### src/rtl/softmax_pkg.sv
// ----------------------------------------------------------------------------
// softmax_pkg
// Shared constants for the softmax output path: row geometry, BRAM/stream
// widths, Q-format fraction bits, the requantization rounding constant and
// the streamer FSM state type.
// ----------------------------------------------------------------------------
package softmax_pkg;

    // Row geometry and datapath widths
    localparam int unsigned N_ELEM     = 32;
    localparam int unsigned ADDR_W     = 5;
    localparam int unsigned IN_W       = 16;
    localparam int unsigned OUT_W      = 8;
    localparam int unsigned RD_LAT     = 2;
    localparam int unsigned FIFO_DEPTH = 4;

    // Q-format fraction bits used along the softmax pipeline
    localparam int unsigned Q2_14_FRAC = 14;
    localparam int unsigned Q0_16_FRAC = 16;
    localparam int unsigned Q0_8_FRAC  = 8;

    // Q0.16 -> Q0.8: drop 8 fraction bits, rounding half up
    localparam int unsigned       REQ_SHIFT = Q0_16_FRAC - Q0_8_FRAC;
    localparam logic [IN_W:0]     REQ_RND   = 17'h00080;

    typedef enum logic [1:0] {
        IDLE  = 2'd0,
        READ  = 2'd1,
        DRAIN = 2'd2,
        DONE  = 2'd3
    } state_t;

endpackage

### src/rtl/sync_fifo.sv
// ----------------------------------------------------------------------------
// sync_fifo
// Single-clock FIFO with combinational head read. Push while full is accepted
// only when a pop happens in the same cycle; pop while empty is ignored.
// Ports:
//   i_clk, i_rst_n   clock, asynchronous active-low reset
//   i_push, i_din    write request and data
//   i_pop            read request (advances the head)
//   o_dout           current head entry
//   o_full, o_empty  occupancy flags
//   o_count          number of stored entries
// ----------------------------------------------------------------------------
module sync_fifo #(
    parameter int unsigned WIDTH = 9,
    parameter int unsigned DEPTH = 4
) (
    input  logic                       i_clk,
    input  logic                       i_rst_n,
    input  logic                       i_push,
    input  logic [WIDTH-1:0]           i_din,
    input  logic                       i_pop,
    output logic [WIDTH-1:0]           o_dout,
    output logic                       o_full,
    output logic                       o_empty,
    output logic [$clog2(DEPTH+1)-1:0] o_count
);

    localparam int unsigned PTR_W = (DEPTH > 1) ? $clog2(DEPTH) : 1;
    localparam int unsigned CNT_W = $clog2(DEPTH + 1);
    localparam logic [PTR_W-1:0] PTR_LAST = PTR_W'(DEPTH - 1);
    localparam logic [CNT_W-1:0] CNT_FULL = CNT_W'(DEPTH);

    logic [WIDTH-1:0] mem [DEPTH];
    logic [PTR_W-1:0] wr_ptr;
    logic [PTR_W-1:0] rd_ptr;
    logic [CNT_W-1:0] count;
    logic             do_push;
    logic             do_pop;

    always_comb begin
        do_pop  = i_pop && (count != '0);
        do_push = i_push && ((count != CNT_FULL) || do_pop);
    end

    always_ff @(posedge i_clk or negedge i_rst_n) begin
        if (!i_rst_n) begin
            for (int unsigned i = 0; i < DEPTH; i++) begin
                mem[i] <= '0;
            end
            wr_ptr <= '0;
            rd_ptr <= '0;
            count  <= '0;
        end else begin
            if (do_push) begin
                mem[wr_ptr] <= i_din;
                wr_ptr      <= (wr_ptr == PTR_LAST) ? '0 : wr_ptr + 1'b1;
            end
            if (do_pop) begin
                rd_ptr <= (rd_ptr == PTR_LAST) ? '0 : rd_ptr + 1'b1;
            end
            case ({do_push, do_pop})
                2'b10:   count <= count + 1'b1;
                2'b01:   count <= count - 1'b1;
                default: count <= count;
            endcase
        end
    end

    assign o_dout  = mem[rd_ptr];
    assign o_full  = (count == CNT_FULL);
    assign o_empty = (count == '0);
    assign o_count = count;

endmodule

### src/rtl/softmax_out_streamer.sv
// ----------------------------------------------------------------------------
// softmax_out_streamer
// Reads one softmax row of Q0.16 probabilities from BRAM port B, requantizes
// each to Q0.8 (round half up, saturating) and streams them over valid/ready.
// Reads are credit limited so the skid FIFO can never overflow under
// backpressure. The raw Q0.16 row sum is reported alongside o_done.
// Ports:
//   i_clk, i_rst_n          clock, asynchronous active-low reset
//   i_start                 row start pulse (accepted only in IDLE)
//   o_busy                  row in progress
//   o_bram_en, o_bram_addr  BRAM port-B read request
//   i_bram_dout             BRAM port-B data, RD_LAT cycles after request
//   o_data, o_valid, i_ready, o_last   output stream
//   o_sum                   sum of raw words of the current/last row
//   o_done                  one-cycle pulse after the last beat is taken
// ----------------------------------------------------------------------------
module softmax_out_streamer
    import softmax_pkg::*;
#(
    parameter int unsigned N_ELEM     = softmax_pkg::N_ELEM,
    parameter int unsigned ADDR_W     = softmax_pkg::ADDR_W,
    parameter int unsigned IN_W       = softmax_pkg::IN_W,
    parameter int unsigned OUT_W      = softmax_pkg::OUT_W,
    parameter int unsigned RD_LAT     = softmax_pkg::RD_LAT,
    parameter int unsigned FIFO_DEPTH = softmax_pkg::FIFO_DEPTH
) (
    input  logic                   i_clk,
    input  logic                   i_rst_n,
    input  logic                   i_start,
    output logic                   o_busy,
    output logic                   o_bram_en,
    output logic [ADDR_W-1:0]      o_bram_addr,
    input  logic [IN_W-1:0]        i_bram_dout,
    output logic [OUT_W-1:0]       o_data,
    output logic                   o_valid,
    input  logic                   i_ready,
    output logic                   o_last,
    output logic [IN_W+ADDR_W-1:0] o_sum,
    output logic                   o_done
);

    localparam int unsigned       CNT_W     = $clog2(FIFO_DEPTH + 1);
    localparam int unsigned       SHIFT     = IN_W - OUT_W;
    localparam logic [IN_W:0]     RND       = (IN_W + 1)'(1) << (SHIFT - 1);
    localparam logic [ADDR_W-1:0] LAST_ADDR = ADDR_W'(N_ELEM - 1);

    state_t                  state;
    logic [ADDR_W-1:0]       addr_q;
    logic [RD_LAT-1:0]       tag_q;     // one bit per outstanding BRAM read
    logic [RD_LAT-1:0]       last_q;    // marks the read of the final address
    logic [IN_W+ADDR_W-1:0]  sum_q;
    logic                    busy_q;
    logic                    done_q;

    logic                    fifo_push;
    logic                    fifo_pop;
    logic                    fifo_full;
    logic                    fifo_empty;
    logic [CNT_W-1:0]        fifo_count;
    logic [OUT_W:0]          fifo_din;
    logic [OUT_W:0]          fifo_dout;

    logic [7:0]              in_flight;
    logic [7:0]              credit_used;
    logic                    issue;
    logic [IN_W:0]           rounded;
    logic [IN_W:0]           shifted;
    logic [OUT_W-1:0]        q_sat;

    // Credit: stored entries plus reads still in the BRAM pipe never exceed
    // FIFO_DEPTH, so every returning word has a slot waiting for it.
    always_comb begin
        in_flight = '0;
        for (int unsigned i = 0; i < RD_LAT; i++) begin
            in_flight = in_flight + 8'(tag_q[i]);
        end
        credit_used = 8'(fifo_count) + in_flight;
        issue       = (state == READ) && (credit_used < 8'(FIFO_DEPTH));
    end

    always_comb begin
        rounded = {1'b0, i_bram_dout} + RND;
        shifted = rounded >> SHIFT;
        q_sat   = (|shifted[IN_W:OUT_W]) ? '1 : shifted[OUT_W-1:0];
    end

    assign fifo_push = tag_q[RD_LAT-1];
    assign fifo_din  = {last_q[RD_LAT-1], q_sat};
    assign fifo_pop  = o_valid && i_ready;

    sync_fifo #(
        .WIDTH (OUT_W + 1),
        .DEPTH (FIFO_DEPTH)
    ) u_fifo (
        .i_clk   (i_clk),
        .i_rst_n (i_rst_n),
        .i_push  (fifo_push),
        .i_din   (fifo_din),
        .i_pop   (fifo_pop),
        .o_dout  (fifo_dout),
        .o_full  (fifo_full),
        .o_empty (fifo_empty),
        .o_count (fifo_count)
    );

    always_ff @(posedge i_clk or negedge i_rst_n) begin
        if (!i_rst_n) begin
            state  <= IDLE;
            addr_q <= '0;
            tag_q  <= '0;
            last_q <= '0;
            sum_q  <= '0;
            busy_q <= 1'b0;
            done_q <= 1'b0;
        end else begin
            tag_q[0]  <= issue;
            last_q[0] <= issue && (addr_q == LAST_ADDR);
            for (int unsigned i = 1; i < RD_LAT; i++) begin
                tag_q[i]  <= tag_q[i-1];
                last_q[i] <= last_q[i-1];
            end

            done_q <= 1'b0;
            if (fifo_push) begin
                sum_q <= sum_q + {{ADDR_W{1'b0}}, i_bram_dout};
            end

            case (state)
                IDLE: begin
                    if (i_start) begin
                        state  <= READ;
                        addr_q <= '0;
                        sum_q  <= '0;
                        busy_q <= 1'b1;
                    end
                end
                READ: begin
                    // Address holds at the last element instead of wrapping.
                    if (issue) begin
                        if (addr_q == LAST_ADDR) begin
                            state <= DRAIN;
                        end else begin
                            addr_q <= addr_q + 1'b1;
                        end
                    end
                end
                DRAIN: begin
                    if (fifo_pop && fifo_dout[OUT_W]) begin
                        state  <= DONE;
                        done_q <= 1'b1;
                        busy_q <= 1'b0;
                    end
                end
                DONE: begin
                    state <= IDLE;
                end
                default: begin
                    state <= IDLE;
                end
            endcase
        end
    end

    assign o_busy      = busy_q;
    assign o_done      = done_q;
    assign o_sum       = sum_q;
    assign o_bram_en   = issue;
    assign o_bram_addr = addr_q;
    assign o_valid     = !fifo_empty;
    // The head entry is stale once popped; gate it so idle outputs read 0.
    assign o_data      = o_valid ? fifo_dout[OUT_W-1:0] : '0;
    assign o_last      = o_valid && fifo_dout[OUT_W];

endmodule

### config.mk
export PLATFORM = sky130hd
export DESIGN_NAME = softmax_out_streamer
export DESIGN_NICKNAME = d
export VERILOG_FILES = /design/src/rtl/softmax_pkg.sv /design/src/rtl/sync_fifo.sv /design/src/rtl/softmax_out_streamer.sv
export SDC_FILE = /design/constraint.sdc
export NUM_CORES = 1
export LEC_CHECK = 0
export CORE_ASPECT_RATIO = 1.75
export CORE_UTILIZATION = 51
export DETAILED_ROUTE_END_ITERATION = 6
export PLACE_DENSITY_LB_ADDON = 0.1
export SYNTH_ARGS = -nofsm -noshare
export SYNTH_HDL_FRONTEND = slang
export SYNTH_SLANG_ARGS = --single-unit
### constraint.sdc
create_clock -name i_clk -period 2.3 [get_ports i_clk]
set_input_delay 0.46 -clock i_clk [delete_from_list [all_inputs] [get_ports i_clk]]
set_output_delay 0.46 -clock i_clk [all_outputs]
set_load 0.005 [all_outputs]
==> flow_summary.ini <==
[run_status]
outcome = finished, final reports clean

[worst_setup_path]
slowest_delay_ns = 0.44
crit_type = register to output port
end_kind = output port
cp_cell_sequence = buf_12 -> buf_12 -> buf_4 -> mux4_2 -> and2_4 -> clkbuf_2
start_kind = register
required_ns = 1.84
cpMaxStageDelayCell = dfrtp_2
reg2reg_slack_ns = 0.08
crit_arrival_ns = 1.81
path_common_cell = buf_12
path_max_fanout = 4

[pwr]
leakage_nw = 2.98
power.total_mw = 8.24
power.density_nw_per_um2 = 1270
ir_drop_uv = 621

[detailed_routing]
drcViolationCount = 0
wl_per_cell_um = 16.6
vias_per_cell = 5.66
ant_nets = 0
vias = 4081
wirelength_um = 12000
dr.first_iter.drc_count = 231
drtPass1Iterations = 4

[sta]
rsz0062_at_grt = yes
max_slew_margin_pct = 66.1
max_freq_mhz = 440
tightest_slew_ns = 0.509
drv_slew = 0
hold_violations = 0
setup-violations-final = 0
post-route-period-util_pct = 98.7
period_needed_ns = 2.27
skew_ns = 0.00582

[grt]
antenna_found_initial = 0
grt_pass1_wl_um = 19400
grt_pass1_vias = 4076
gr-total-overflow = 0
track_usage_pct = 27.1
grt_max_degree = 39

[clock_tree]
root_buffer = clkbuf_16
htree_levels = 3
clkTransAtPathRegs_ns = 0.06
insertion_delay_ns = 0.34
cts_sinks = 77
clk_path_buf_depth = 2
cts_inserted_buffers = 9
cts_tree = done

[yosys]
syn_inst = 460
synth_edf_count = 0
ys_warn_count = 0
synth-async-reset-ratio_pct = 100
syn_area_per_cell_um2 = 10.1
synthDistinctLibCells = 62
synth_seq_cells = 77
synth.net_count = 512
synth_top_flop_cell = dfrtp_1
synth.yosys.seq_area_share_pct = 41.5
netlist_area_um2 = 4640

[die]
io-pin-count = 59
fp.dieW_um = 74.1
die_area_um2 = 9500
rows = 45
core_um2 = 8730
start_util_pct = 53.2
die_height_um = 128

[cells_and_area]
seq_area_um2 = 1930
diodes = 0
fillers = 629
fin_cells = 721
drive_gt1_share_pct = 29.6
final_util_pct = 74.3
nNetsFinal = 651
multiInputGateArea_um2 = 2750
syn_to_final_growth_pct = 39.7

[hold_path]
hold_class = input pin to asynchronous set/reset pin

[placement]
placedCellCount = 686
place_hpwl_um = 8680
port_buffers = 58
routabilityCongestion = 0.836

[run]
cap_viol_max_count = 0
[placed cells by master, fill, tap and decap left out, drive strengths merged, types with 9 or more instances in the layout]
| cell type | synthesis | layout |
|---|---|---|
| clkdlybuf4s50 | 0 | 41 |
| inv | 18 | 18 |
| nor2 | 23 | 23 |
| ha | 30 | 30 |
| a21oi | 18 | 18 |
| and3 | 10 | 10 |
| nor3 | 13 | 13 |
| nand2 | 51 | 51 |
| dfrtp | 77 | 77 |
| and2 | 19 | 19 |
| a21o | 11 | 11 |
| mux4 | 9 | 9 |
| buf | 5 | 89 |
| o21ai | 46 | 46 |
| clkbuf | 11 | 19 |
| mux2 | 20 | 20 |
| nand3 | 17 | 17 |
[where the power goes]
group          switching [mW]  internal [mW]
Sequential              0.422           1.89
Clock                   0.554          0.928
Combinational            1.98           2.46
Total                    2.95           5.28
[worst paths after layout]
check	start	to	cells past startpoint
hold / removal	i_rst_n	u_fifo.mem[23]	1
min in group i_clk	last_q[0]	last_q[1]	0
hold reg to reg	last_q[0]	last_q[1]	0
setup reg to reg	o_sum[0]	o_sum[19]	8
max in group asynchronous	i_rst_n	u_fifo.mem[4]	2
setup / recovery	u_fifo.rd_ptr[0]	o_data[0]	6
[metrics by stage]
step | area (µm²) | setup TNS, ns | hold slack (ns) | setup WS [ns]
after floorplan | 4640 | 0 | 0.164 | 0.0604
after global placement | 5810 | -3.74 | 0.335 | -0.382
after detailed placement | 5810 | -4.80 | 0.339 | -0.434
after CTS | 6350 | -0.255 | 0.112 | -0.113
after global routing | 6480 | -0.0548 | 0.141 | -0.0462
final | 6480 | 0 | 0.0982 | 0.0288
[metal layers]
layer	track usage [%]	part of all wire, %
met5	0	0
met2	48.0	55
met3	4.56	3.5
met4	9.95	2.0
met1	31.8	39
[worst max-delay path: cells and delay by family, from the launching register on]
| kind | cells | cell delay, ns |
|---|---|---|
| buffers and inverters | 4 | 0.49 |
| flip-flops | 1 | 0.44 |
| AND/OR/NAND/NOR | 1 | 0.15 |
| multiplexers | 1 | 0.41 |
[sequential cells by signal, summed over array words and instances, names as in the netlist]
signal / count
tag_q: 2
o_sum: 21
state: 2
u_fifo.wr_ptr: 2
o_bram_addr: 5
u_fifo.o_count: 3
last_q: 2
u_fifo.mem: 36
o_done: 1
o_busy: 1
u_fifo.rd_ptr: 2
[cell usage after synthesis (all sizes together), types with 2 or more instances]
| cell type | number | share of area (%) |
|---|---|---|
| or3 | 4 | 0.54 |
| a21o | 11 | 1.8 |
| clkbuf | 11 | 0.89 |
| nor2 | 23 | 1.9 |
| mux2i | 8 | 1.7 |
| a211oi | 5 | 0.81 |
| and2 | 19 | 2.6 |
| o41ai | 2 | 0.38 |
| nor2b | 6 | 0.81 |
| buf | 5 | 0.78 |
| xnor2 | 6 | 1.1 |
| a21oi | 18 | 2.1 |
| nor3 | 13 | 1.5 |
| xor2 | 6 | 1.1 |
| a2111oi | 3 | 1.4 |
| dfrtp | 77 | 42 |
| a32oi | 2 | 0.38 |
| nor4b | 2 | 0.38 |
| nand4 | 8 | 1.1 |
| a21boi | 2 | 0.32 |
| mux2 | 20 | 4.9 |
| or2 | 2 | 0.27 |
| inv | 18 | 1.5 |
| o21ai | 46 | 5.0 |
| nand3 | 17 | 1.8 |
| ha | 30 | 8.1 |
| fa | 2 | 0.86 |
| nand2 | 51 | 4.1 |
| o211ai | 5 | 0.92 |
| a31oi | 5 | 0.81 |
| and3 | 10 | 1.4 |
| mux4 | 9 | 4.4 |
[cell type report]
type,count,share of cell area (%)
Sequential cell,77,29.7
Clock inverter,3,0.656
Tap cell,117,2.26
Multi-Input combinational cell,349,42.4
Clock buffer,13,4.17
Timing Repair Buffer,144,19.7
Inverter,18,1.04
[logic make-up (layout without fill, tap and decap cells)]
| logic type | count (synthesis) | in the layout | synth area share (%) |
|---|---|---|---|
| AOI/OAI and AO/OA | 109 | 109 | 15.9 |
| xor gates and xnor gates | 12 | 12 | 2.27 |
| adders and majority gates | 32 | 32 | 8.95 |
| buffers and inverters | 34 | 178 | 3.13 |
| DFF | 77 | 77 | 41.5 |
| muxes | 37 | 37 | 11.0 |
| and+or+nand+nor | 159 | 159 | 17.2 |
[what timing repair did]
item	in CTS	in global routing
setup buffers	17	2
resized for setup	38	35
pin swaps	13	7
gates cloned	1	0
endpoints found under the setup margin	15	21
hold buffers	0	0
No activity file was read; power rests on OpenSTA's default activity.
